===== config.mk =====
export PLATFORM = sky130hd
export DESIGN_NAME = display_mux
export DESIGN_NICKNAME = d
export VERILOG_FILES = /design/src/rtl/display_mux.sv
export SDC_FILE = /design/constraint.sdc
export NUM_CORES = 1
export LEC_CHECK = 0
export CAP_MARGIN = 20
export CORE_MARGIN = 3
export CORE_UTILIZATION = 30
export DETAILED_ROUTE_END_ITERATION = 7
export PLACE_DENSITY_LB_ADDON = 0.25
export SYNTH_ARGS = -nofsm -noshare
export SYNTH_HDL_FRONTEND = slang
export SYNTH_SLANG_ARGS = --single-unit

===== constraint.sdc =====
create_clock -name clk -period 2.5 [get_ports clk]
set_input_delay 0.25 -clock clk [delete_from_list [all_inputs] [get_ports clk]]
set_output_delay 0.25 -clock clk [all_outputs]
set_load 0.02 [all_outputs]

===== src/rtl/display_mux.sv =====
// Time-multiplexed anode driver for common-anode seven-segment digits.
// Alternates BLANK (all off) and SHOW (one digit on) using one shared down-counter.
module display_mux #(
  parameter int NUM_DIGITS       = 2,
  parameter int DWELL_CYCLES     = 50000,
  parameter int BLANK_CYCLES     = 500,
  parameter int ANODE_ACTIVE_LOW = 0,
  localparam int SW   = (NUM_DIGITS > 1) ? $clog2(NUM_DIGITS) : 1,
  localparam int MAXC = (DWELL_CYCLES > BLANK_CYCLES) ? DWELL_CYCLES : BLANK_CYCLES,
  localparam int CW   = (MAXC > 1) ? $clog2(MAXC) : 1
) (
  input  logic                    clk,
  input  logic                    reset,
  input  logic                    en,
  input  logic [NUM_DIGITS-1:0]   digit_en,
  input  logic [4*NUM_DIGITS-1:0] digits,
  output logic [NUM_DIGITS-1:0]   anode_power,
  output logic [SW-1:0]           sel,
  output logic [3:0]              nibble,
  output logic                    blank,
  output logic                    frame_tick
);

  typedef enum logic {ST_BLANK, ST_SHOW} state_t;

  localparam logic [CW-1:0]         BLANK_LOAD = CW'(BLANK_CYCLES - 1);
  localparam logic [CW-1:0]         DWELL_LOAD = CW'(DWELL_CYCLES - 1);
  localparam logic [NUM_DIGITS-1:0] AN_OFF     = (ANODE_ACTIVE_LOW != 0) ? {NUM_DIGITS{1'b1}}
                                                                         : {NUM_DIGITS{1'b0}};
  localparam logic [NUM_DIGITS-1:0] AN_ONE     = NUM_DIGITS'(1);

  state_t                  state_q, state_d;
  logic [CW-1:0]           cnt_q, cnt_d;
  logic [SW-1:0]           sel_q, sel_d;
  logic [3:0]              nib_q, nib_d;
  logic [NUM_DIGITS-1:0]   an_q, an_d;
  logic                    blank_q, blank_d;
  logic                    tick_q, tick_d;
  logic                    first_q, first_d;

  logic                    hit_any, hit_above;
  logic [SW-1:0]           idx_low, idx_above, nxt;

  // Lowest enabled index overall and lowest enabled index above sel.
  always_comb begin
    hit_any   = 1'b0;
    hit_above = 1'b0;
    idx_low   = '0;
    idx_above = '0;
    for (int unsigned i = 0; i < NUM_DIGITS; i++) begin
      if (digit_en[i]) begin
        if (!hit_any) begin
          hit_any = 1'b1;
          idx_low = SW'(i);
        end
        if (!hit_above && (i > 32'(sel_q))) begin
          hit_above = 1'b1;
          idx_above = SW'(i);
        end
      end
    end
    nxt = (first_q || !hit_above) ? idx_low : idx_above;
  end

  always_comb begin
    state_d = state_q;
    cnt_d   = cnt_q;
    sel_d   = sel_q;
    nib_d   = nib_q;
    an_d    = an_q;
    blank_d = blank_q;
    tick_d  = 1'b0;
    first_d = first_q;
    if (!en) begin
      state_d = ST_BLANK;
      cnt_d   = BLANK_LOAD;
      an_d    = AN_OFF;
      blank_d = 1'b1;
    end else begin
      case (state_q)
        ST_BLANK: begin
          if (cnt_q != '0) begin
            cnt_d = cnt_q - 1'b1;
          end else if (!hit_any) begin
            cnt_d = BLANK_LOAD;
          end else begin
            state_d = ST_SHOW;
            cnt_d   = DWELL_LOAD;
            sel_d   = nxt;
            nib_d   = digits[{nxt, 2'b00} +: 4];
            an_d    = AN_OFF ^ (AN_ONE << nxt);
            blank_d = 1'b0;
            // No index above sel means the scan wrapped (or a lone digit repeated).
            tick_d  = !first_q && !hit_above;
            first_d = 1'b0;
          end
        end
        ST_SHOW: begin
          if (cnt_q != '0) begin
            cnt_d = cnt_q - 1'b1;
          end else begin
            state_d = ST_BLANK;
            cnt_d   = BLANK_LOAD;
            an_d    = AN_OFF;
            blank_d = 1'b1;
          end
        end
        default: begin
          state_d = ST_BLANK;
          cnt_d   = BLANK_LOAD;
          an_d    = AN_OFF;
          blank_d = 1'b1;
        end
      endcase
    end
  end

  always_ff @(posedge clk or negedge reset) begin
    if (!reset) begin
      state_q <= ST_BLANK;
      cnt_q   <= BLANK_LOAD;
      sel_q   <= '0;
      nib_q   <= '0;
      an_q    <= AN_OFF;
      blank_q <= 1'b1;
      tick_q  <= 1'b0;
      first_q <= 1'b1;
    end else begin
      state_q <= state_d;
      cnt_q   <= cnt_d;
      sel_q   <= sel_d;
      nib_q   <= nib_d;
      an_q    <= an_d;
      blank_q <= blank_d;
      tick_q  <= tick_d;
      first_q <= first_d;
    end
  end

  assign anode_power = an_q;
  assign sel         = sel_q;
  assign nibble      = nib_q;
  assign blank       = blank_q;
  assign frame_tick  = tick_q;

endmodule


======== After elaboration in Yosys (flattened, before gate mapping) ========
Cells that the tools add are included.
storage, ports and cells
  register bits after elaboration ......... 27
  bits in read-only memories .............. 0
  word-level logic and storage cells ...... 55
  output and inout bits ................... 9
  bits in writable memories ............... 0
  memories kept ........................... 0
  latch bits .............................. 0
cells by class
  add/subtract/negate cells ............... 1
  reductions and logical operators ........ 7
  equal/unequal tests ..................... 3
  bitwise gates (word level) .............. 2
  $lt $le $gt $ge ......................... 1
  multiply operators ...................... 0
  divide/modulo/power cells ............... 0
  multiplexer cells ....................... 31
  shift operators ......................... 2
operators with widths
  operator               number
  $mux 16                4
  $pmux 16 s2            1
  $mux 1                 19
  $reduce_bool 16->1     1
  $sub 16x1->16 const B  1
  $ne 3x3->1 const B     3
  $mux 2                 4
  $shiftx 8x4->4         1
  $pmux 1 s2             2
  $pmux 2 s2             1
  $reduce_and 4->1       1
  $reduce_and 3->1       1
  $logic_not 1->1        2
  $not 1->1              2
  $shl 1x1->2 const A    1
  $gt 1x1->1 const A     1
  $logic_and 1x1->1      1
  $logic_or 1x1->1       1

======== Logic depth before layout (Yosys ltp) ========
Gate-level depths: netlist of the first run.
  depth in word-level cells ............... 11
  depth in mapped cells ................... 6
  gate-level depth less buffers ........... 6

======== Worst setup path after synthesis of the first run ========
No wires, ideal clock.
  path type ............................... register to register
  from .................................... reg cnt_q[0]
  to ...................................... reg nib_q[0], in the netlist nibble[0]
  cell stages (with the launch flop) ...... 6
  required time ........................... 2.375 ns
  arrival time ............................ 1.900 ns
  period minus slack after synthesis ...... 2.025 ns
  setup slack ............................. 0.475 ns
  path through ............................ dfstp_2 > inv_1 > ha_1 > or3b_2 > nor4_4 > mux2_2
between the ends
  longest elaborated chain between the ends .. 3
RTL lines
  what                        line  RTL
  start, declared             33    logic [CW-1:0] cnt_q, cnt_d;
  start signal, assigned      130   cnt_q <= cnt_d;
  $reduce_bool 16->1          82    if (cnt_q != '0) begin
  $not 1->1 (no line)         -
  $reduce_and 4->1 (no line)  -
  end signal, assigned        132   nib_q <= nib_d;
  end, declared               35    logic [3:0] nib_q, nib_d;
No other way between the ends.
A chain may end at the register's enable or synchronous reset.

======== Worst setup path in the final report of the first run ========
  from .................................... reg cnt_q[0]
  to ...................................... reg nib_q[1], in the netlist nibble[1]
The elaborated chain is that of the path after synthesis.

==> results of run 1 <==
==> path summary, 6_finish.rpt <==
check                      cells after the start                from                    end
setup / recovery                               5  cnt_q[0]$_DFF_PN1_  nibble[1]$_DFFE_PN0P_
hold / removal                                 2               reset  nibble[3]$_DFFE_PN0P_
setup reg to reg                               5  cnt_q[0]$_DFF_PN1_  nibble[1]$_DFFE_PN0P_
min in group clk                               1  cnt_q[0]$_DFF_PN1_     cnt_q[0]$_DFF_PN1_
max in group asynchronous                      2               reset     cnt_q[0]$_DFF_PN1_
hold reg to reg                                1  cnt_q[0]$_DFF_PN1_     cnt_q[0]$_DFF_PN1_
==> through the flow <==
step / utilization [%] / hold WS [ns] / instance area (um2) / std cells / worst slack (ns)
6_report: 39.7 / 0.337 / 1780 / 213 / 0.410
5_1_grt: 39.7 / 0.359 / 1780 / 213 / 0.311
4_1_cts: 39.7 / 0.351 / 1780 / 213 / 0.388
3_5_place_dp: 38.7 / 0.469 / 1730 / 209 / 0.335
3_3_place_gp: 38.7 / 0.456 / 1730 / 209 / 0.384
2_1_floorplan: - / -0.0456 / 1430 / 133 / 0.475
==> power groups by stage <==
stage               clock network, mW  registers, mW  logic (mW)
finish                          0.248          0.462      0.0897
CTS                             0.255          0.463      0.0916
global placement                    0          0.470      0.0898
global route                    0.283          0.465      0.0986
floorplan                           0          0.474      0.0354
detailed placement                  0          0.470      0.0913
==> area by class of cell <==
| class | instances | area (um2) | area share (%) |
|---|---|---|---|
| multi-input combinational | 101 | 719 | 40.5 |
| timing repair buffer | 26 | 248 | 14.0 |
| tap | 52 | 65.1 | 3.66 |
| sequential | 27 | 687 | 38.7 |
| inverter | 3 | 11.3 | 0.634 |
| clock buffer | 4 | 45.0 | 2.54 |
==> metal layers <==
metal,GRT usage (%),up-vias
met5,0,-
met4,5.34,0
met3,3.07,4
met2,20.4,29
met1,16.4,549
li1,-,549
==> flip-flops by register name, summed over array words and instances, names as in the netlist <==
signal       cells
blank            1
anode_power      2
first_q          1
nibble           4
cnt_q           16
state_q          1
frame_tick       1
sel              1
==> worst register-to-register path, stage by stage, from the launching register on <==
cell and delay [ns]:
dfstp_2 0.40, inv_1 0.08, ha_1 0.16, or3b_2 0.52, nor4_4 0.45, mux2_2 0.38
==> placed cells by master (no fill, tap or decap), drive strengths merged, types with 3 or more instances in the layout <==
master	count
clkdlybuf4s50	21
dfrtp	18
nand2	11
nor2	9
dfstp	9
xor2	8
mux2	8
o21ai	8
nor3	7
nand3	6
buf	5
o31ai	4
a21oi	4
clkbuf	4
nor4	4
nand4	3
a32oi	3
inv	3
xnor2	3
or4	3
==> logic make-up (layout without fill, tap and decap cells) <==
family,after synthesis,after routing,share of synthesized area (%)
simple gates,56,56,24.2
flops,27,27,47.9
compound gates,24,24,11.3
xor+xnor,11,11,6.73
mux,8,8,6.29
buf+inv,5,33,1.83
fa+ha+maj,2,2,1.75
==> run metrics, run 1 <==
result of the run finished clean; routed wire length on met2 1.53 mm; met3 WL 141 um; CTS tree built; fill count 438; setup repair after global routing missed its margin false; cell area after technology mapping 0.00143 mm2; post-detailed-route DRC marker count 0; Leakage Power 0.691 nW; buffer depth of the longest clock path 2; global-route wire length before repair 5.46 mm; uppermost routed layer met4; share of post-route cells with drive strength above 1 19.9%; die area 0.00564 mm2; synthesized instance count 133; antenna fix cells 0; required time of the worst setup path 2.66 ns; Top delay family on crit path simple AND/OR/NAND/NOR gates; synth cell count leaders dfrtp_1, nand2_1, dfstp_2, nor2_1; Worst-path clk slew 0.09 ns; number of rows created at floorplan 24; Fin. Hold Viols 0; maximum number of pins on one net before global-route repair 28; Skew-Pair Late Insertion Delay 0.27 ns; CP arrival 2.25 ns; number of flip-flops and latches in the synthesized netlist 27; post-CTS resize count 0; Setup crit end kind flop; final estimated routing congestion in global placement 0.804; worst max-slew margin expressed relative to the limit 56.6%; Switching Share 23.6%; most instantiated library cell after synthesis dfrtp_1; detailed router's first-iteration violation count 37; Area growth, synth to finish 23.9%; critical path's largest stage delay 0.52 ns; clock period minus worst slack 2.09 ns; final count of negative-setup-slack endpoints 0; number of antenna violations at the first check in global routing 0; DRT antenna net count 0; cells along the critical path inv_1 -> ha_1 -> or3b_2 -> nor4_4 -> mux2_2; Mapped Nets 148; Switching Power 189 uW; Buf+Inv Stages, Crit Path 1; number of H-tree levels 1; die width 75.1 um; share of the clock period used by the worst path 83.6%; average wire per cell in the routed design 14.9 um; number of top-level design ports 22; power density normalized to cell area 450 mW/mm2; port buffer count 21; Internal Pwr Total 611 uW; Final Total Pwr 800 uW; critical path launch point type flop; cell type with the highest aggregate area in the netlist dfrtp_1; r2r setup slk 0.41 ns; first-pass iteration count of the detailed router 4; CTS Hold Bufs 0; total negative slack for setup checks 0 ns; TritonCTS sink count 27; async set or reset register ratio after synthesis 100%; Vias per Instance 5.31; number of global-route vias before repair 1166; met1 WL 1.46 mm; critical path class flop to flop; Starting Density 32.0%; highest clock frequency the design can meet 0.479 GHz; total number of nets in the final design 177; synth top area cells dfrtp_1, dfstp_2, mux2_2, xor2_1, nor4_4; clock buffer count from CTS 3; maximum resistive drop on vdd 0.221 mV; core area 0.00447 mm2; Clock Skews 0.00491 ns; number of synthesized flops with an enable pin 0; overall routed net length 3.17 mm; number of max-slew violations in the final report 0; worst-path fanout max 5; HP Class input pin to asynchronous set/reset pin; post-synth cell types 39; GRT overflow 0; CTS Root Buffer Type clkbuf_8; vias 1131; area fraction of the dominant cell type after synthesis 31.4%; pin slew with the least headroom to its limit 0.648 ns; max-cap viol count 0; critical-path cell with the highest stage delay or3b_2; y dimension of the die 75.1 um; number of synthesis warnings 0; # Post-CTS Setup Buffers 0; syn_area_per_cell 10.8 um2; proportion of power drawn by the clock network 31.0%; power share of the combinational group 11.2%; all-layer global routing usage 12.7%; half-perimeter wire length after detailed placement 2.37 mm; share of the yosys chip area belonging to registers 47.9%; predominant post-synthesis flop cell dfrtp_1; power share of the sequential group 57.8%
No activity file was read; power rests on OpenSTA's default activity.
==> run 2, diff against run 1 <==
==> constraint.sdc (replaced) <==
create_clock -name clk -period 2 [get_ports clk]
set_input_delay 0.2 -clock clk [delete_from_list [all_inputs] [get_ports clk]]
set_output_delay 0.2 -clock clk [all_outputs]
set_load 0.02 [all_outputs]
==> run 2 against run 1 <==
Effect of this change: largest cell class unchanged; critical path depth unchanged; core utilization up 3.5 points; flip-flop and latch count unchanged; largest power group unchanged; non-clock buffer count grew 18; power rose by 26%; highest routed layer unchanged; die area did not move; cell area increased by 8.9%; via count is 6.3% higher; routed wire length grew 6.4%; maximum frequency up 8.5%; clock-buffer cell count unchanged.
==> run metrics, run 2 (synthesis gave the netlist of run 1 again) <==
final estimated routing congestion in global placement 0.800; average wire per cell in the routed design 14.6 um; vias 1202; fill count 429; number of max-slew violations in the final report 0; die area 0.00564 mm2; DRT antenna net count 0; Fin Hold WS 0.290 ns; critical path's largest stage delay 0.62 ns; max-cap viol count 0; result of the run finished clean; overall routed net length 3.37 mm; number of global-route vias before repair 1207; number of placed instances, taps included 223; most frequent cells in the layout buf_4, clkdlybuf4s50_1, dfrtp_1; CTS Root Buffer Type clkbuf_8; Area growth, synth to finish 34.9%; Setup crit end kind flop; half-perimeter wire length after detailed placement 2.56 mm; number of rows created at floorplan 24; largest reg by FF count cnt_q; Switching Power 235 uW; worst max-slew margin expressed relative to the limit 64.4%; critical path class flop to flop; number of antenna violations at the first check in global routing 0; required time of the worst setup path 2.19 ns; all-layer global routing usage 13.5%; Leakage Power 0.783 nW; cell area reported after detailed placement 0.00184 mm2; non-filler cells in the finished layout 231; critical path launch point type flop; CTS Hold Bufs 0; antenna fix cells 0; global-route wire length before repair 5.79 mm; die width 75.1 um; total number of nets in the final design 195; Top delay family on crit path simple AND/OR/NAND/NOR gates; final count of negative-setup-slack endpoints 0; r2r setup slk 0.07 ns; Finished Core Util 43.2%; maximum number of pins on one net before global-route repair 28; post-detailed-route DRC marker count 0; highest clock frequency the design can meet 0.519 GHz; cells along the critical path inv_1 -> ha_1 -> or3b_4 -> or4_4 -> a32oi_1; detailed router's first-iteration violation count 114; CP arrival 2.12 ns; GRT overflow 0; Internal Pwr Total 770 uW; most common library cell in the layout ignoring fill and taps buf_4; total negative slack for setup checks 0 ns; flip-flop count of the largest register, all copies and words added 16; clock period minus worst slack 1.93 ns; worst-path fanout max 8; port buffer count 21; buffer depth of the longest clock path 2; proportion of power drawn by the clock network 30.4%; core area 0.00447 mm2; critical-path cell with the highest stage delay or4_4; y dimension of the die 75.1 um; number of H-tree levels 1; Fin. Hold Viols 0; Worst-path clk slew 0.09 ns; CTS tree built; number of top-level design ports 22; HP Class input pin to asynchronous set/reset pin; share of post-route cells with drive strength above 1 30.2%; Clock Skews 0.00532 ns; power share of the sequential group 57.5%; Skew-Pair Late Insertion Delay 0.27 ns; Design Area, Final 0.00193 mm2; Buf+Inv Stages, Crit Path 1; share of the clock period used by the worst path 96.3%; maximum resistive drop on vdd 0.331 mV; TritonCTS sink count 27; pin slew with the least headroom to its limit 0.529 ns; power density normalized to cell area 520 mW/mm2; Switching Share 23.4%; power share of the combinational group 12.1%; clock buffer count from CTS 3; first-pass iteration count of the detailed router 4; Starting Density 32.0%; Vias per Instance 5.20
==> run 2: final timing paths <==
path,from,end,depth (start not counted)
worst max-delay path,cnt_q[0]$_DFF_PN1_,cnt_q[15]$_DFF_PN0_,5
worst min-delay path,reset,frame_tick$_DFF_PN0_,2
worst max register to register,cnt_q[0]$_DFF_PN1_,cnt_q[15]$_DFF_PN0_,5
worst min register to register,cnt_q[0]$_DFF_PN1_,cnt_q[0]$_DFF_PN1_,1
max in group asynchronous,reset,cnt_q[5]$_DFF_PN1_,2
min in group clk,cnt_q[0]$_DFF_PN1_,cnt_q[0]$_DFF_PN1_,1
==> run 2: metal layers <==
metal	global-route usage (%)	share of wire (%)
met5	0	0
met4	3.16	0.68
met3	3.87	6.9
met2	22.2	49
met1	17.7	44
==> run 2: final cells by class <==
class	instances	area, um2	share of cell area (%)
inverter	3	11.3	0.583
sequential	27	687	35.5
tap	52	65.1	3.37
multi-input combinational	101	742	38.4
clock buffer	4	45.0	2.33
timing repair buffer	44	383	19.8
==> run 2: power groups by stage <==
stage               logic [mW]  clock network (mW)  registers [mW]
floorplan               0.0443                   0           0.593
global placement         0.122                   0           0.586
detailed placement       0.122                   0           0.587
CTS                      0.123               0.318           0.577
global route             0.134               0.343           0.580
finish                   0.122               0.306           0.577
==> run 2: worst register-to-register path, stage by stage (launching register included) <==
cell and delay [ns]:
dfstp_2 0.40, inv_1 0.08, ha_1 0.15, or3b_4 0.42, or4_4 0.62, a32oi_1 0.19
==> run 2: metrics by stage <==
step,total power [mW],worst slack (ns)
global route,1.06,-0.00437
detailed placement,0.709,0.0101
CTS,1.02,0.0730
floorplan,0.637,0.0889
finish,1.00,0.0737
global placement,0.708,0.0651
==> run 2: timing repair <==
action                     in CTS  in global routing
gates resized for setup         1                  3
pin swaps                       1                  0
cloned                          0                  0
buffers inserted                1                  3
setup endpoints to repair       4                  6
